### src/rtl/disp_scan.sv
// Four-digit seven-segment front-end: double-dabble binary-to-BCD converter feeding a digit scanner.
// Optional leading-zero blanking is enabled by defining DISP_BLANK_LZ_EN.
module disp_scan #(
    parameter int REFRESH_DIV = 100000
) (
    input  logic        clk,
    input  logic        rst_n,
    input  logic [13:0] bin_in,
    input  logic        load,
    output logic        busy,
    output logic        ovf,
    output logic [3:0]  digit,
    output logic [3:0]  an
);

    localparam int CW = (REFRESH_DIV > 2) ? $clog2(REFRESH_DIV) : 1;

    typedef enum logic {
        IDLE,
        CONV
    } state_t;

    state_t        state_q, state_d;
    logic [13:0]   shift_q, shift_d;
    logic [15:0]   acc_q, acc_d;
    logic [15:0]   acc_adj;
    logic [3:0]    iter_q, iter_d;
    logic          ovfNext_q, ovfNext_d;
    logic [15:0]   disp_q, disp_d;
    logic          ovf_q, ovf_d;
    logic [CW-1:0] refresh_q;
    logic [1:0]    idx_q;
    logic [3:0]    anRaw;

    // Nibble-local add-3 correction; nibbles never carry into each other.
    always_comb begin
        acc_adj = acc_q;
        for (int i = 0; i < 4; i++) begin
            if (acc_q[4*i +: 4] >= 4'd5) begin
                acc_adj[4*i +: 4] = acc_q[4*i +: 4] + 4'd3;
            end
        end
    end

    always_comb begin
        state_d   = state_q;
        shift_d   = shift_q;
        acc_d     = acc_q;
        iter_d    = iter_q;
        ovfNext_d = ovfNext_q;
        disp_d    = disp_q;
        ovf_d     = ovf_q;
        case (state_q)
            IDLE: begin
                if (load) begin
                    shift_d   = (bin_in > 14'd9999) ? 14'd9999 : bin_in;
                    ovfNext_d = (bin_in > 14'd9999);
                    acc_d     = 16'd0;
                    iter_d    = 4'd0;
                    state_d   = CONV;
                end
            end
            CONV: begin
                {acc_d, shift_d} = {acc_adj[14:0], shift_q, 1'b0};
                iter_d = iter_q + 4'd1;
                if (iter_q == 4'd13) begin
                    disp_d  = {acc_adj[14:0], shift_q[13]};
                    ovf_d   = ovfNext_q;
                    state_d = IDLE;
                end
            end
            default: state_d = IDLE;
        endcase
    end

    always_ff @(posedge clk or negedge rst_n) begin
        if (!rst_n) begin
            state_q   <= IDLE;
            shift_q   <= '0;
            acc_q     <= '0;
            iter_q    <= '0;
            ovfNext_q <= 1'b0;
            disp_q    <= '0;
            ovf_q     <= 1'b0;
        end else begin
            state_q   <= state_d;
            shift_q   <= shift_d;
            acc_q     <= acc_d;
            iter_q    <= iter_d;
            ovfNext_q <= ovfNext_d;
            disp_q    <= disp_d;
            ovf_q     <= ovf_d;
        end
    end

    // Scanner runs freely, regardless of conversion activity.
    always_ff @(posedge clk or negedge rst_n) begin
        if (!rst_n) begin
            refresh_q <= '0;
            idx_q     <= 2'd0;
        end else if (refresh_q == CW'(REFRESH_DIV - 1)) begin
            refresh_q <= '0;
            idx_q     <= idx_q + 2'd1;
        end else begin
            refresh_q <= refresh_q + CW'(1);
        end
    end

    assign busy  = (state_q == CONV);
    assign ovf   = ovf_q;
    assign digit = disp_q[{idx_q, 2'b00} +: 4];
    assign anRaw = ~(4'b0001 << idx_q);

`ifdef DISP_BLANK_LZ_EN
    logic [1:0] msd;

    // Highest nonzero committed position; position 0 is always lit.
    always_comb begin
        msd = 2'd0;
        if (disp_q[7:4] != 4'd0) msd = 2'd1;
        if (disp_q[11:8] != 4'd0) msd = 2'd2;
        if (disp_q[15:12] != 4'd0) msd = 2'd3;
    end

    assign an = (idx_q > msd) ? 4'b1111 : anRaw;
`else
    assign an = anRaw;
`endif

endmodule

### config.mk
export PLATFORM = sky130hd
export DESIGN_NAME = disp_scan
export DESIGN_NICKNAME = d
export VERILOG_FILES = /design/src/rtl/disp_scan.sv
export SDC_FILE = /design/constraint.sdc
export NUM_CORES = 1
export LEC_CHECK = 0
export BUFFER_PORTS_ARGS = -buffer_cell sky130_fd_sc_hd__buf_2
export CAP_MARGIN = 20
export CORE_MARGIN = 2
export CORE_UTILIZATION = 45
export DETAILED_ROUTE_END_ITERATION = 8
export PLACE_DENSITY = 0.7
export SLEW_MARGIN = 20
export SYNTH_ARGS = -nofsm -noshare
export SYNTH_HDL_FRONTEND = slang
export SYNTH_SLANG_ARGS = --single-unit
### constraint.sdc
create_clock -name clk -period 2 [get_ports clk]
set_clock_uncertainty 0.05 [all_clocks]
set_input_delay 0.1 -clock clk [delete_from_list [all_inputs] [get_ports clk]]
set_output_delay 0.1 -clock clk [all_outputs]
set_load 0.01 [all_outputs]
Word-level counts from Yosys, hierarchy flattened --
Cells that the tools add are included. Widths: inputs -> output; s select.
Storage, ports and cells: bits in registers 72, input bits 17, output and inout bits 10, word-level logic and storage cells 45
Operators by class: $add $sub $neg 7, magnitude comparators 5, equality and inequality tests 3, shift operators 2, muxes and demuxes 15, bitwise operators 2, reduce and logical (&&, ||, !) cells 2
Operators by type and width (number):
- $pmux 16 s2 | 1
- $mux 14 | 2
- $pmux 14 s2 | 1
- $add 17x1->17 const B | 1
- $eq 17x17->1 const B | 1
- $mux 17 | 1
- $ge 4x3->1 const B | 4
- $mux 16 | 1
- $mux 4 | 4
- $shiftx 16x5->4 | 1
- $gt 14x14->1 const B | 1
- $add 4x2->4 const B | 3
- $pmux 4 s2 | 1
- $add 4x1->4 const B | 1
- $eq 4x4->1 const B | 1
- $not 4->4 | 1
- $reduce_and 2->1 | 2
- $shl 1x2->4 const A | 1
- $add 3x2->3 const B | 1
- $mux 3 | 1
- $add 2x1->2 const B | 1
- $mux 1 | 2
- $ne 2x2->1 const B | 1
- $pmux 1 s2 | 1
- $not 1->1 | 1

Longest topological paths before layout --
Gate-level depths: netlist (run 1).
word-level depth 4, gate-level depth with buffers 7, mapped depth without buffers 6

Worst setup path after synthesis (run 1) --
Ideal clock, no wire load.
kind register to register, start point register refresh_q[0], end point register idx_q[1], library setup time 0.125 ns, arrival 1.461 ns, setup slack 0.364 ns, cell stages (with the launch flop) 6, buffers on the path 0, clock period less this slack 1.636 ns, path through dfrtp_1 -> ha_1 -> and4_1 -> nand4_1 -> nor4_2 -> mux2_2
Between the ends: cells in the longest elaborated chain, start to end 1
Ends and longest elaborated chain:
- from (decl) | line 31 | logic [CW-1:0] refresh_q;
- from (signal assigned) | line 105 | refresh_q <= refresh_q + CW'(1);
- $eq 17x17->1 | line 101 | end else if (refresh_q == CW'(REFRESH_DIV - 1)) begin
- to (signal assigned) | line 103 | idx_q <= idx_q + 2'd1;
- to (decl) | line 32 | logic [1:0] idx_q;
Every way passes these cells. A chain may end at the register's enable or synchronous reset.

Final worst setup path (run 1) --
start point register idx_q[0], end point output digit[2]
Between the ends: cells in the longest elaborated chain, start to end 1
Ends and longest elaborated chain:
- $shiftx 16x5->4 | line 111 | assign digit = disp_q[{idx_q, 2'b00} +: 4];
- to (decl) | line 12 | output logic [3:0] digit,
Every way passes these cells.

==> reports/qor.txt, run 1 <==
R2R cell count - 5
Initial Util - 46.9%
Sequential Area - 0.00180 mm2
Area taken by multi-input logic gates - 0.00175 mm2
Crit-path max FO - 7
Cts bufs inserted - 9
Logic pwr share - 35.2%
RR Startpoint - refresh_q[0]$_DFF_PN0_
Post-CTS sizing - 0
Compound-Gate Fraction of Synth Area - 7.31%
Main synth FF type - dfrtp_1
Final Power - 5.44 mW
Post-Synthesis Cell Area - 0.00368 mm2
Status - finished clean
RSZ-0062 raised after global routing - false
Hold Vio Cnt, Final - 0
I/O Buffers - 26
I/O pin cnt - 27
Worst Setup Path Type - flop to output port
# rows - 32
GP Congestion - 0.777
Design area - 0.00420 mm2
CTS tree - done
DP HPWL - 4610 um
Peak supply drop - 0.524 mV
Layout area overhead - 14.1%
Post-synth EDFFs - 0
Die height - 94.5 um
Routed wire length - 6640 um
Critical Path Source - idx_q[0]$_DFFE_PN0N_
CTS H-tree lvls - 3
Post-DRT Antenna Nets - 0
Share of post-route cells with drive strength above 1 - 18.9%
Placed insts - 453
Switch Pwr - 1.85 mW
Clk pwr share - 22.7%
Antenna violations before repair - 0
DRC viols - 0
Vias in the first global route - 2498
Req. time, crit path - 1850 ps
Synth Warn # - 0
Die area - 0.00892 mm2
Setup violators final - 0
Sequential share of power - 42.1%
Fillcell total - 671
Reg-to-Reg End - idx_q[1]$_DFFE_PN0N_
Adder-cell share of the synthesized area - 5.10%
Tcrit/Tclk final - 90.1%
Worst Tran Pin Value - 456 ps
Power Density - 1300 mW/mm2
Initial DRC Count - 63
Data arrival, critical path - 1650 ps
CP Capture Type - output port
Startpoint types - flop
Die width - 94.5 um
Core outline area - 0.00785 mm2
Hold Path Class - input pin to flop
R2R Setup Slk - 220 ps
Largest family of logic cells by synthesized area - simple AND/OR/NAND/NOR gates
CTS max path bufs - 2
Final Worst Setup Slack - 198 ps
Total gr overflow - 0
Routed WL per cell - 14.0 um
Post-synthesis register bit count - 72
Clock transition at path regs - 80 ps
CTS root buf - clkbuf_8
Cell variety after synth - 37
Minimum clock period - 1800 ps
FMAX - 555 MHz
Placed cell area - 0.00394 mm2
Leakage - 2.01 nW
Layout Cells excl Fill - 473
Gr usage total - 16.8%
Worst setup path end - digit[2]
Router iterations before antenna repair - 4
Post-Syn Nets - 365
MaxCap Viol Count - 0
Worst Setup Slack post-DPL - 223 ps
Fin nets - 399
Pins over their slew limit - 0
CTS sink cnt - 72
Largest net degree at the start of global routing - 73
Worst slew margin - 69.5%
Sequential element share of the synthesized area - 48.9%
Vias per cell - 5.26
Cell count after synthesis - 333
Via count - 2488
Diodes inserted - 0
Setup TNS - 0 ps
Skew-Pair Late Insertion Delay - 340 ps
Global-route wire length before repair - 11700 um
Synthesized area per cell - 11.1 um2
Post-synth ARST share - 100%
Sw Share - 34.0%
Synth Area in Simple Gates - 16.7%
Int Power - 3.59 mW
Mux cell area share after synthesis - 13.2%
Xor/xnor cell area share of the yosys netlist - 5.23%
## worst max-delay path: stages, from the launching register on
cell	delay, ps
dfrtp_1	580
mux4_2	580
buf_2	160
## routing by layer
metal	track usage [%]	share of wire, %	up-vias
li1	-	-	1230
met5	0	0	-
met2	27.1	48	31
met3	3.91	2.7	6
met4	6.28	1.2	0
met1	22.2	48	1221
## timing repair
| action | 4_1_cts | 5_1_grt |
|---|---|---|
| hold endpoints to repair | 76 | 0 |
| setup buffers | 0 | 0 |
| hold buffers | 5 | 0 |
## power groups by stage
stage	sequential [mW]	combinational [mW]	clock [mW]
after floorplan	2.21	1.52	0
after global placement	2.29	1.84	0
after detailed placement	2.31	1.94	0
after CTS	2.28	1.95	1.26
after global routing	2.35	2.20	1.33
final	2.29	1.92	1.23
## how the worst min path moves through the flow
stage,from,end,depth (start not counted)
detailed placement,rst_n,shift_q[1]$_DFFE_PN0P_,2
finish,bin_in[0],shift_q[0]$_DFFE_PN0P_,3
global route,bin_in[0],shift_q[0]$_DFFE_PN0P_,3
floorplan,rst_n,acc_q[0]$_DFFE_PN0P_,0
CTS,bin_in[0],shift_q[0]$_DFFE_PN0P_,3
global placement,rst_n,shift_q[1]$_DFFE_PN0P_,2
## cell families (layout without fill, tap and decap cells)
| group | after synthesis | count (layout) |
|---|---|---|
| adders and majority gates | 15 | 15 |
| xor gates and xnor gates | 22 | 22 |
| DFF | 72 | 72 |
| AOI/OAI and AO/OA | 45 | 45 |
| muxes | 42 | 42 |
| and+or+nand+nor | 105 | 105 |
| buffers and inverters | 32 | 70 |
## per-stage QoR
step / hold slack, ps / utilization [%]
final: 51.8 / 53.5
after global routing: 34.6 / 53.5
after CTS: 33.4 / 53.5
after detailed placement: 107 / 50.2
after global placement: 106 / 50.2
after floorplan: -246 / -
## sequential cells by signal, summed over array words and instances (netlist names)
| signal | count |
|---|---|
| shift_q | 14 |
| busy | 1 |
| ovfNext_q | 1 |
| acc_q | 16 |
| ovf | 1 |
| iter_q | 4 |
| disp_q | 16 |
| idx_q | 2 |
| refresh_q | 17 |
## synthesized netlist by cell type, types with 2 or more instances
cell / number / area, um2
nand3_1: 7 / 35.0
ha_1: 15 / 188
nor2_1: 12 / 45.0
nor3_1: 3 / 15.0
a221o_1: 4 / 40.0
nor2b_1: 3 / 18.8
buf_2: 5 / 25.0
clkbuf_1: 5 / 18.8
nand4_1: 6 / 37.5
o21ai_0: 19 / 95.1
inv_1: 17 / 63.8
a21oi_1: 13 / 65.1
buf_1: 4 / 15.0
o31ai_1: 2 / 15.0
mux2i_1: 25 / 250
nor4_2: 3 / 37.5
xnor2_1: 16 / 140
xor2_1: 6 / 52.6
nor3b_1: 15 / 113
nand2b_1: 19 / 119
nand2_1: 27 / 101
a21o_1: 4 / 30.0
mux2_2: 13 / 146
dfrtp_1: 72 / 1800
nor4_1: 3 / 18.8
mux4_2: 4 / 90.1
## placed cells by master (no fill, tap or decap), types with 2 or more instances in the layout
cell | Yosys | layout
dfrtp_1 | 72 | 71
nand2_1 | 27 | 27
buf_2 | 5 | 26
mux2i_1 | 25 | 25
o21ai_0 | 19 | 19
nand2b_1 | 19 | 19
inv_1 | 17 | 17
xnor2_1 | 16 | 16
nor3b_1 | 15 | 15
ha_1 | 15 | 15
a21oi_1 | 13 | 13
mux2_2 | 13 | 13
nor2_1 | 12 | 12
clkbuf_8 | 0 | 9
nand3_1 | 7 | 7
nand4_1 | 6 | 6
xor2_1 | 6 | 6
buf_4 | 1 | 6
dlygate4sd3_1 | 0 | 5
mux4_2 | 4 | 4
a221o_1 | 4 | 4
a21o_1 | 4 | 4
nor4_2 | 3 | 3
nor4_1 | 3 | 3
nor3_1 | 3 | 3
nor2b_1 | 3 | 3
clkinvlp_4 | 0 | 3
o31ai_1 | 2 | 2
bufinv_16 | 0 | 2
## final cells by class
cell class                      instances  share of cell area [%]
Sequential cell                        72                    42.9
Clock buffer                           10                    3.04
Multi-Input combinational cell        229                    41.7
Tap cell                              102                    3.04
Inverter                               17                    1.52
Timing Repair Buffer                   38                    5.84
Clock inverter                          5                    1.97
Note: power is estimated with default switching activity, not from simulation.
==> run 2: changes to the inputs <==
- RECOVER_POWER: default -> 25
==> run 2 against run 1 <==
  * Flip-flop and latch count did not move
  * Global-route usage did not move
  * Clock power barely moved
  * Sequential share of layout area rose by 0.13 points
  * Power barely moved
  * Register-to-register slack barely moved
  * Final area fell by 0.30%
  * Worst setup slack improved by 1.7 ps
  * Critical path depth did not move
  * Fmax barely moved
  * Non-clock buffer count did not move
  * Critical path type unchanged
  * Critical endpoint unchanged
==> reports/qor.txt, run 2 (synthesized netlist as in run 1, its figures left out) <==
Status - finished clean
RR Startpoint - refresh_q[0]$_DFF_PN0_
CTS root buf - clkbuf_8
Core outline area - 0.00785 mm2 (unchanged)
Vias in the first global route - 2498 (unchanged)
CTS tree - done
DRC viols - 0 (unchanged)
Skew-Pair Late Insertion Delay - 340 ps (about the same)
Largest net degree at the start of global routing - 73 (unchanged)
Tcrit/Tclk final - 90.0% (about the same)
CTS max path bufs - 2 (unchanged)
Final cell utilization of the core - 53.4% (-0.16 points)
Total gr overflow - 0 (unchanged)
Leakage - 2.00 nW (-0.24%)
Worst setup path end - digit[2]
Vias per cell - 5.28 (+0.32%)
Worst slew margin - 35.9% (-34 points)
RSZ-0062 raised after global routing - false
Worst Tran Pin Value - 961 ps (+504 ps)
Die height - 94.5 um (unchanged)
Crit-path max cell delay - 580 ps (about the same)
R2R Setup Slk - 220 ps (about the same)
Via count - 2496 (+0.32%)
Diodes inserted - 0 (unchanged)
Crit-path max FO - 7 (unchanged)
MaxCap Viol Count - 0 (unchanged)
Placed insts - 453 (unchanged)
Largest regs - refresh_q (17), acc_q (16), disp_q (16)
Minimum clock period - 1800 ps (-1.75 ps)
Hold Path Class - input pin to flop
Hold Vio Cnt, Final - 0 (unchanged)
Post-CTS sizing - 0 (unchanged)
Router iterations before antenna repair - 4 (unchanged)
R2R cell count - 5 (unchanged)
Layout Cells excl Fill - 473 (unchanged)
GP Congestion - 0.777 (unchanged)
Most common cell after layout, fill and taps aside - dfrtp_1
Global-route wire length before repair - 11700 um (unchanged)
Clock transition at path regs - 80 ps (about the same)
Layout area overhead - 13.7%
CP Capture Type - output port
DP HPWL - 4610 um (unchanged)
I/O Buffers - 26 (unchanged)
Antenna violations before repair - 0 (unchanged)
Post-DRT Antenna Nets - 0 (unchanged)
Routed wire length - 6660 um (+0.35%)
I/O pin cnt - 27 (unchanged)
FMAX - 555 MHz (about the same)
Worst path slowest cell - dfrtp_1
Critical Path Source - idx_q[0]$_DFFE_PN0N_
Req. time, crit path - 1850 ps (about the same)
Fin nets - 399 (unchanged)
Max reg flops - 17 (unchanged)
Initial Util - 46.9% (unchanged)
Power Density - 1300 mW/mm2 (+0.29%)
Setup violators final - 0 (unchanged)
Worst Setup Path Type - flop to output port
Final Worst Setup Slack - 199 ps (+1.75 ps)
Most flop-heavy register - refresh_q
Routed WL per cell - 14.1 um (+0.35%)
Worst Setup Slack post-DPL - 223 ps (unchanged)
CTS hold repair buffers - 5 (unchanged)
Data arrival, critical path - 1650 ps (about the same)
Gr usage total - 16.8% (unchanged)
Setup TNS - 0 ps (unchanged)
Final Power - 5.44 mW (about the same)
Crit path cell chain - mux4_2 > buf_2
Initial DRC Count - 63 (unchanged)
Cts bufs inserted - 9 (unchanged)
Pins over their slew limit - 0 (unchanged)
# rows - 32 (unchanged)
Reg-to-Reg End - idx_q[1]$_DFFE_PN0N_
CTS H-tree lvls - 3 (unchanged)
Die area - 0.00892 mm2 (unchanged)
Startpoint types - flop
Commonest non-fill, non-tap cells in the layout - dfrtp_1, nand2_1, buf_2
Setup bufs post-CTS - 0 (unchanged)
Peak supply drop - 0.527 mV (+0.58%)
CTS sink cnt - 72 (unchanged)
Die width - 94.5 um (unchanged)
Share of post-route cells with drive strength above 1 - 18.9% (unchanged)
==> run 2: stage by stage <==
step,hold slack [ps],area (um2)
after CTS,33.4,4200
after floorplan,-246,3680
after global placement,106,3940
final,50.8,4190
after global routing,34.6,4190
after detailed placement,107,3940
==> run 2: per-layer routing <==
layer	global-route usage [%]	wire (um)	vias up	share of wire (%)
met3	3.91	155	6	2.3
met1	22.2	3130	1237	47
li1	-	-	1229	-
met5	0	0	-	0
met4	6.28	81	0	1.2
met2	27.1	3290	24	49
==> run 2: worst min-delay path by stage <==
stage               depth (start not counted)      start  slack, ps                      to
finish                                      3  bin_in[0]         50  shift_q[0]$_DFFE_PN0P_
global route                                3  bin_in[0]         30  shift_q[0]$_DFFE_PN0P_
CTS                                         3  bin_in[0]         30  shift_q[0]$_DFFE_PN0P_
detailed placement                          2      rst_n        110  shift_q[1]$_DFFE_PN0P_
global placement                            2      rst_n        110  shift_q[1]$_DFFE_PN0P_
floorplan                                   0      rst_n       -250    acc_q[0]$_DFFE_PN0P_
==> run 2: where the power goes <==
part           internal (mW)  switching (mW)  total, mW
clock                  0.696           0.538       1.23
sequential              1.95           0.341       2.29
combinational          0.943           0.973       1.92
==> run 2: critical path: cells and delay by family (launching register included) <==
kind     cells  cell delay [ps]
mux          1              580
buf+inv      1              160
flops        1              580
==> run 2: cell type report <==
class                   count  area (um2)
clock buffers              10         128
clock inverters             5        82.6
fillers                   673        3660
inverters                  17        63.8
multi-input cells         229        1750
flip-flops and latches     72        1800
well taps                 102         128
repair buffers             38         233
==> run 3: changes to the inputs <==
- RECOVER_POWER: 25 -> 50
==> run 3 against run 2 <==
  * Power fell by 0.11%
  * Utilization hardly changed
  * Sequential power hardly changed
  * Critical path depth is the same
  * Final cell count unchanged
  * Via count is 0.28% lower
  * Fmax about the same
  * First-iteration DRC count did not move
  * Flip-flop and latch count is the same
  * Non-clock buffer count is the same
  * Routed wire length about the same
  * Global-route usage is the same
  * Largest power group unchanged
==> reports/qor.txt, run 3 (synthesized netlist as in run 1, its figures left out) <==
Diodes inserted - 0 (unchanged)
Most flop-heavy register - refresh_q
Sw Share - 34.1% (+0.036 points)
Via count - 2489 (-0.28%)
Largest net degree at the start of global routing - 73 (unchanged)
Cts bufs inserted - 9 (unchanged)
Startpoint types - flop
Worst Path Buf+Inv - 1 (unchanged)
DRC viols - 0 (unchanged)
Worst Setup Path Type - flop to output port
Final Power - 5.43 mW (-0.11%)
GP Congestion - 0.777 (unchanged)
CTS root buf - clkbuf_8
Uppermost routed layer - met4
FMAX - 555 MHz (about the same)
Core outline area - 0.00785 mm2 (unchanged)
CP Capture Type - output port
Crit-path max cell delay - 580 ps (about the same)
Status - finished clean
Max reg flops - 17 (unchanged)
Data arrival, critical path - 1650 ps (about the same)
Peak supply drop - 0.521 mV (-1.3%)
Power Density - 1300 mW/mm2 (about the same)
Vias per cell - 5.26 (-0.28%)
Largest regs - refresh_q (17), acc_q (16), disp_q (16)
Int Power - 3.58 mW (-0.17%)
Antenna violations before repair - 0 (unchanged)
Crit path cell chain - mux4_2 > buf_2
I/O pin cnt - 27 (unchanged)
Worst Tran Pin Value - 962 ps (+0.931 ps)
Met3 Routed Length - 164 um (+5.8%)
Skew-Pair Late Insertion Delay - 340 ps (about the same)
Metal-1 WL - 3160 um (+0.89%)
DP HPWL - 4610 um (unchanged)
Hold Path Class - input pin to flop
Die width - 94.5 um (unchanged)
Total gr overflow - 0 (unchanged)
Fillcell total - 675 (+0.30%)
Critical Path Source - idx_q[0]$_DFFE_PN0N_
I/O Buffers - 26 (unchanged)
Gr usage total - 16.8% (unchanged)
Post-CTS sizing - 0 (unchanged)
Initial DRC Count - 63 (unchanged)
CTS max path bufs - 2 (unchanged)
Setup violators final - 0 (unchanged)
Area taken by multi-input logic gates - 0.00175 mm2 (unchanged)
CTS hold repair buffers - 5 (unchanged)
Clk pwr share - 22.7% (about the same)
RR Startpoint - refresh_q[0]$_DFF_PN0_
# rows - 32 (unchanged)
Pins over their slew limit - 0 (unchanged)
Fin nets - 399 (unchanged)
CTS H-tree lvls - 3 (unchanged)
Sequential share of power - 42.1% (about the same)
Die area - 0.00892 mm2 (unchanged)
Routed WL per cell - 14.1 um (about the same)
Crit-path max FO - 7 (unchanged)
Die height - 94.5 um (unchanged)
RSZ-0062 raised after global routing - false
Commonest non-fill, non-tap cells in the layout - dfrtp_1, nand2_1, mux2i_1, buf_2
Router iterations before antenna repair - 4 (unchanged)
Minimum clock period - 1800 ps (-0.232 ps)
Logic pwr share - 35.2% (about the same)
Vias in the first global route - 2498 (unchanged)
Hold Vio Cnt, Final - 0 (unchanged)
Clock transition at path regs - 80 ps (about the same)
Leakage - 2.00 nW (-0.21%)
CTS sink cnt - 72 (unchanged)
Worst path slowest cell - dfrtp_1
Tcrit/Tclk final - 90.0% (about the same)
Initial Util - 46.9% (unchanged)
Sequential Area - 0.00180 mm2 (unchanged)
CTS tree - done
WL met2 - 3260 um (-0.94%)
Req. time, crit path - 1850 ps (about the same)
Routed wire length - 6670 um (about the same)
Most common cell after layout, fill and taps aside - dfrtp_1
Setup bufs post-CTS - 0 (unchanged)
Worst slew margin - 35.9% (-0.062 points)
MaxCap Viol Count - 0 (unchanged)
Setup TNS - 0 ps (unchanged)
Global-route wire length before repair - 11700 um (unchanged)
Layout area overhead - 13.6% (about the same)
Share of post-route cells with drive strength above 1 - 18.6% (-0.27 points)
HP Start - bin_in[0]
Post-DRT Antenna Nets - 0 (unchanged)
Switch Pwr - 1.85 mW (about the same)
Critical path's top delay family - flip-flops
## run 3: cell types whose count changed in the layout (fill, tap and decap cells not counted)
cell	delta
buf_4	-1
clkbuf_2	+1
buf_2	-1
clkbuf_1	+1
## run 3: worst paths after layout
path                       depth (start not counted)                      to  slack [ps]
max                                                2                digit[2]         200
min                                                3  shift_q[0]$_DFFE_PN0P_          50
max reg2reg                                        5    idx_q[1]$_DFFE_PN0N_         220
min reg2reg                                        2   disp_q[9]$_DFFE_PN0P_         430
max in group asynchronous                          3          busy$_DFF_PN0_         720
min in group asynchronous                          3  shift_q[1]$_DFFE_PN0P_         500
## run 3: worst reg2reg max path: stages, from the launching register on
cell and delay (ps):
dfrtp_1 410, ha_1 250, and4_1 250, nand4_1 110, nor4_2 230, mux2_2 370
## run 3: area by class of cell
type / count / share of cell area, %
sequential: 72 / 43.1
multi-input combinational: 229 / 41.8
timing repair buffer: 38 / 5.47
clock buffer: 10 / 3.05
tap: 102 / 3.05
clock inverter: 5 / 1.97
inverter: 17 / 1.53
## run 3: stage by stage
step / std cells / area [um2] / worst slack (ps) / hold WS (ps) / utilization, %
after floorplan: 333 / 3680 / 364 / -246 / -
after global placement: 453 / 3940 / 293 / 106 / 50.2
after detailed placement: 453 / 3940 / 223 / 107 / 50.2
after CTS: 473 / 4200 / 151 / 33.4 / 53.5
after global routing: 473 / 4180 / 28.2 / 34.6 / 53.3
final: 473 / 4180 / 200 / 51.5 / 53.3
## run 3: layer usage
layer,track usage (%),vias to the layer above
li1,-,1230
met1,22.2,1227
met2,27.1,26
met5,0,-
met4,6.28,0
met3,3.91,6
## run 3: power by group through the flow
stage	Sequential [mW]	Combinational, mW	Clock (mW)
3_3_place_gp	2.29	1.84	0
3_5_place_dp	2.31	1.94	0
6_report	2.29	1.91	1.23
5_1_grt	2.35	2.19	1.33
4_1_cts	2.28	1.95	1.26
2_1_floorplan	2.21	1.52	0
